--- src/rtl/alu_seq.sv ---
// alu_seq: execute-stage ALU; 1-cycle logic/shift/compare ops plus
// optional iterative MUL/MULHU/DIV/DIVU/REM/REMU (macro ALU_SEQ_MULDIV_EN).
// Ports: clk, reset (async, active-high), Start, SrcA, SrcB, ALUControl in;
// Busy, Done (1-cycle pulse), Zero, ALUResult (registered) out.
// With ALU_SEQ_MULDIV_EN undefined, codes 1010-1111 return 0 in one cycle.
module alu_seq #(
    parameter int width = 32
) (
    input  logic             clk,
    input  logic             reset,
    input  logic             Start,
    input  logic [width-1:0] SrcA,
    input  logic [width-1:0] SrcB,
    input  logic [3:0]       ALUControl,
    output logic             Busy,
    output logic             Done,
    output logic             Zero,
    output logic [width-1:0] ALUResult
);
    localparam int SW = $clog2(width);

    typedef enum logic [1:0] {
        S_IDLE,
        S_MUL,
        S_DIV,
        S_DONE
    } state_t;

    state_t           state_q, state_d;
    logic [width-1:0] result_q, res_d;
    logic             zero_q;
    logic             done_q, done_d;
    logic             load;
    logic [width-1:0] alu_y;
    logic [SW-1:0]    shamt;

    assign shamt = SrcB[SW-1:0];

    always_comb begin
        alu_y = '0;
        unique case (ALUControl)
            4'b0000: alu_y = SrcA + SrcB;
            4'b0001: alu_y = SrcA - SrcB;
            4'b0010: alu_y = SrcA & SrcB;
            4'b0011: alu_y = SrcA | SrcB;
            4'b0100: alu_y = SrcA ^ SrcB;
            4'b0101: alu_y = {{(width-1){1'b0}},
                              $signed(SrcA) < $signed(SrcB)};
            4'b0110: alu_y = {{(width-1){1'b0}}, SrcA < SrcB};
            4'b0111: alu_y = SrcA << shamt;
            4'b1000: alu_y = SrcA >> shamt;
            4'b1001: alu_y = $signed(SrcA) >>> shamt;
            default: alu_y = '0;
        endcase
    end

`ifdef ALU_SEQ_MULDIV_EN
    logic [3:0]         op_q, op_d;
    logic [width-1:0]   opa_q, opa_d;
    logic [width-1:0]   opb_q, opb_d;
    // MUL: {partial high, remaining multiplier}; DIV: {rem, quotient}
    logic [2*width-1:0] acc_q, acc_d;
    logic [SW-1:0]      cnt_q, cnt_d;
    logic               qneg_q, qneg_d;
    logic               rneg_q, rneg_d;
    logic               dz_q, dz_d;

    logic               is_md, sgn;
    logic [width-1:0]   mag_a, mag_b;
    logic [width-1:0]   mul_add;
    logic [width:0]     mul_sum;
    logic [2*width-1:0] mul_nx, div_nx;
    logic [width:0]     div_trial;
    logic [width-1:0]   quo, rem, md_res;

    assign is_md = ALUControl[3] & (ALUControl[2] | ALUControl[1]);
    assign sgn   = ALUControl[2] & ~ALUControl[0];
    assign mag_a = (sgn & SrcA[width-1]) ? -SrcA : SrcA;
    assign mag_b = (sgn & SrcB[width-1]) ? -SrcB : SrcB;

    assign mul_add = acc_q[0] ? opa_q : '0;
    assign mul_sum = {1'b0, acc_q[2*width-1:width]} + {1'b0, mul_add};
    assign mul_nx  = {mul_sum, acc_q[width-1:1]};

    // Trial subtract of the divisor from {rem, next dividend bit}
    assign div_trial = acc_q[2*width-1:width-1] - {1'b0, opb_q};
    assign div_nx = div_trial[width]
                  ? {acc_q[2*width-2:0], 1'b0}
                  : {div_trial[width-1:0], acc_q[width-2:0], 1'b1};

    assign quo = div_nx[width-1:0];
    assign rem = div_nx[2*width-1:width];

    always_comb begin
        md_res = '0;
        if (!op_q[2])
            md_res = op_q[0] ? mul_nx[2*width-1:width] : mul_nx[width-1:0];
        else if (!op_q[1])
            md_res = dz_q ? '1 : (qneg_q ? -quo : quo);
        else
            md_res = dz_q ? opa_q : (rneg_q ? -rem : rem);
    end
`endif

    always_comb begin
        state_d = state_q;
        done_d  = 1'b0;
        load    = 1'b0;
        res_d   = alu_y;
`ifdef ALU_SEQ_MULDIV_EN
        op_d    = op_q;
        opa_d   = opa_q;
        opb_d   = opb_q;
        acc_d   = acc_q;
        cnt_d   = cnt_q;
        qneg_d  = qneg_q;
        rneg_d  = rneg_q;
        dz_d    = dz_q;
`endif
        unique case (state_q)
            S_IDLE: begin
                if (Start) begin
`ifdef ALU_SEQ_MULDIV_EN
                    if (is_md) begin
                        state_d = ALUControl[2] ? S_DIV : S_MUL;
                        op_d    = ALUControl;
                        opa_d   = SrcA;
                        opb_d   = mag_b;
                        acc_d   = ALUControl[2]
                                ? {{width{1'b0}}, mag_a}
                                : {{width{1'b0}}, SrcB};
                        cnt_d   = '0;
                        qneg_d  = sgn & (SrcA[width-1] ^ SrcB[width-1]);
                        rneg_d  = sgn & SrcA[width-1];
                        dz_d    = (SrcB == '0);
                    end else begin
                        load   = 1'b1;
                        done_d = 1'b1;
                    end
`else
                    load   = 1'b1;
                    done_d = 1'b1;
`endif
                end
            end
`ifdef ALU_SEQ_MULDIV_EN
            S_MUL, S_DIV: begin
                acc_d = (state_q == S_MUL) ? mul_nx : div_nx;
                cnt_d = cnt_q + SW'(1);
                if (cnt_q == '1) begin
                    state_d = S_DONE;
                    load    = 1'b1;
                    done_d  = 1'b1;
                    res_d   = md_res;
                end
            end
`else
            S_MUL, S_DIV: state_d = S_IDLE;
`endif
            S_DONE: state_d = S_IDLE;
        endcase
    end

    always_ff @(posedge clk or posedge reset) begin
        if (reset) begin
            state_q  <= S_IDLE;
            result_q <= '0;
            zero_q   <= 1'b1;
            done_q   <= 1'b0;
`ifdef ALU_SEQ_MULDIV_EN
            op_q     <= '0;
            opa_q    <= '0;
            opb_q    <= '0;
            acc_q    <= '0;
            cnt_q    <= '0;
            qneg_q   <= 1'b0;
            rneg_q   <= 1'b0;
            dz_q     <= 1'b0;
`endif
        end else begin
            state_q <= state_d;
            done_q  <= done_d;
            if (load) begin
                result_q <= res_d;
                zero_q   <= (res_d == '0);
            end
`ifdef ALU_SEQ_MULDIV_EN
            op_q     <= op_d;
            opa_q    <= opa_d;
            opb_q    <= opb_d;
            acc_q    <= acc_d;
            cnt_q    <= cnt_d;
            qneg_q   <= qneg_d;
            rneg_q   <= rneg_d;
            dz_q     <= dz_d;
`endif
        end
    end

`ifdef ALU_SEQ_MULDIV_EN
    assign Busy = (state_q == S_MUL) || (state_q == S_DIV);
`else
    assign Busy = 1'b0;
`endif
    assign Done      = done_q;
    assign Zero      = zero_q;
    assign ALUResult = result_q;

endmodule

--- config.mk ---
export PLATFORM = sky130hd
export DESIGN_NAME = alu_seq
export DESIGN_NICKNAME = d
export VERILOG_FILES = /design/src/rtl/alu_seq.sv
export SDC_FILE = /design/constraint.sdc
export NUM_CORES = 1
export LEC_CHECK = 0
export CAP_MARGIN = 10
export CORE_MARGIN = 3
export CORE_UTILIZATION = 40
export DETAILED_ROUTE_END_ITERATION = 6
export HOLD_SLACK_MARGIN = 0.06
export SYNTH_ARGS = -nofsm -noshare
export SYNTH_HDL_FRONTEND = slang
export SYNTH_SLANG_ARGS = --single-unit
--- constraint.sdc ---
create_clock -name clk -period 1 [get_ports clk]
set_input_delay 0.2 -clock clk [delete_from_list [all_inputs] [get_ports clk]]
set_output_delay 0.2 -clock clk [all_outputs]
set_load 0.01 [all_outputs]
==> run metrics <==
post-DP HPWL 51000 µm; GRT overflow 0; Worst EP required 1.22 ns; Filler cells 1863; WP buf/inv 2; Rows 59; Worst Setup Start Kind input pin; minimum clock period 3.23 ns; reg2reg setup slack 0.05 ns; leading area contributor after synthesis ha_1; Post-synth EDFFs 0; cell with the most instances after synthesis nor2_1; register area share after synthesis 7.87%; outcome finished with violations; Port Buffer Count 104; initial antenna violation count 1; CTS root buffer clkbuf_16; critical path's top delay family compound AO/OA/AOI/OAI gates; final critical-path share of the clock period 323%; share of the synthesized area in the top cell type 11.2%; PwrDens 764 nW/µm²; share of layout cells above drive strength 1 55.0%; final hold viol count 0; Fmax 310 MHz; measured slew at the worst slew-check pin 0.770 ns; Clock Latency Late Sink 0.28 ns; Initial DRC Count 2201; max-cap violation count 0; VDD IR max 0.993 mV; Post-DP Area 17000 µm²; DR DRC count 0; #FFs+latches synth 34; CTS sink cnt 34; Final WS setup -2.23 ns; Crit-path slowest cell fa_2; ANT nets after route 0; Mapped Area 10800 µm²; CTS tree done; Synth async-reset ratio 100%; Yosys warnings 0; ys flop type dfrtp_1; Die ar. 29100 µm²; largest net degree at the start of global routing 58; leak pwr 9.18 nW; crit-path cells buf_16 > ha_4 > fa_2 > a21o_1 > a221oi_4 > o211ai_1 > buf_4 > a2111oi_4 > o21ai_1 > and4_1 > a2111oi_2 > nor2_1 > and3_1 > a41o_1; violated checks setup timing; cts bufs inserted 5; first-pass GRT wire length 98500 µm; drt total wl 68200 µm; final setup violation count 56; Layout Area Growth over Synthesis 87.5%; die width 171 µm; via/cell ratio 6.44; Core Footprint 26400 µm²; Worst Path Arrival 3.45 ns; CP Class in -> reg; # IOs 106; Global Route Usage Sum 44.2%; vias in the first global route 16400; RSZ-0062 raised after global routing true; Reg clk slew, reported paths 0.06 ns; die height 171 µm; endpoint class of the critical path flop; Inserted Diodes 0; Vias 16800; Commonest cells post-synth 149 x nor2_1, 134 x nand2_1, 126 x a21oi_1; CP peak stage delay 0.39 ns; gpl congestion 1.12; wire length per cell 26.1 µm; H-tree depth 2; Syn Nets 1691; Avg Synthesized Cell Area 7.12 µm²; skew final 0 ns; Initial Util 41.1%; Clock Tree Buf Depth 2; slew margin rel. 48.5%; Hold WC Path Type in -> async; Synth cell types 97; Pre-antenna DRT Iters 6; synth top area cells ha_1 11%, dfrtp_1 7.6%, a21oi_1 5.8%; fin nets 2442; Post-Syn Instances 1521; WHS 0.259 ns; crit-path max FO 5; final slew viol count 0; fin area 20300 µm²
## sequential cells by signal (all words and copies together), names as in the netlist
name       flops
ALUResult     32
Done           1
Zero           1
## path summary, 6_finish.rpt
kind / startpoint / to / depth (start not counted)
worst min register to register: ALUResult[20] / ALUResult[20] / 1
worst min-delay path: reset / ALUResult[8] / 3
max in group asynchronous: reset / Zero / 3
min in group clk: ALUResult[20] / ALUResult[20] / 1
worst max-delay path: SrcB[0] / Zero / 14
worst max register to register: ALUResult[11] / ALUResult[11] / 4
## logic make-up after synthesis
| group | share of synthesized area, % |
|---|---|
| flip-flops | 7.87 |
| other | 0.0346 |
| AO/OA/AOI/OAI | 33.5 |
| XOR/XNOR | 0.728 |
| adder cells (fa/ha/maj) | 11.6 |
| multiplexers | 15.6 |
| AND/OR/NAND/NOR | 22.1 |
| buffers and inverters | 8.60 |
## per-stage QoR
| stage | utilization, % | setup slack, ns | std cells | power (mW) | setup TNS [ns] |
|---|---|---|---|---|---|
| finish | 77.0 | -2.23 | 2608 | 15.5 | -52.51 |
| floorplan | - | -2.23 | 1521 | 6.05 | -50.59 |
| detailed placement | 64.3 | -2.98 | 2478 | 11.2 | -79.39 |
| global placement | 64.3 | -2.93 | 2478 | 11.2 | -78.33 |
| global route | 77.0 | -2.27 | 2608 | 16.1 | -55.16 |
| CTS | 74.3 | -2.15 | 2573 | 14.4 | -49.30 |
## placed cells by master, fill, tap and decap left out, types with 21 or more instances in the layout
cell	count
nor2_1	138
o21ai_0	43
o211ai_1	28
inv_1	78
a21oi_2	42
dfrtp_1	33
nand3_1	28
ha_4	27
buf_6	81
mux4_2	21
nand2_1	120
a21oi_1	75
mux2i_1	51
nor3_1	25
buf_4	662
ha_1	62
buf_2	45
o22ai_1	42
mux2_2	33
## worst min-delay path: cells and delay by family
kind / cells / cell delay [ns]
buffers and inverters: 3 / 0.71
## power breakdown
part | switching, mW | internal [mW]
sequential | 0.112 | 1.57
clock | 0.648 | 0.987
combinational | 6.29 | 5.91
total | 7.05 | 8.47
## timing repair
| action | 4_1_cts | 5_1_grt |
|---|---|---|
| gates cloned | 5 | 0 |
| pin swaps | 155 | 95 |
| gates resized for setup | 719 | 120 |
| buffers inserted | 93 | 47 |
| hold buffers | 0 | 0 |
| setup endpoints to repair | 67 | 66 |
## metal layers
| metal | vias up | global-route usage (%) | wire length, µm |
|---|---|---|---|
| met2 | 1245 | 69.4 | 29300 |
| met5 | - | 0 | 0 |
| met4 | 0 | 24.7 | 5490 |
| li1 | 7255 | - | - |
| met3 | 343 | 11.1 | 7930 |
| met1 | 7946 | 55.3 | 25500 |
## layout make-up
class                           instances  area, µm²  share of cell area, %
Clock buffer                            6        139                  0.684
Clock inverter                          2       12.5                 0.0616
Inverter                              104        434                   2.14
Multi-Input combinational cell       1264      11300                   55.6
Sequential cell                        34        852                   4.20
Tap cell                              335        419                   2.06
Timing Repair Buffer                  863       7160                   35.3
(Power assumes the default switching activity.)
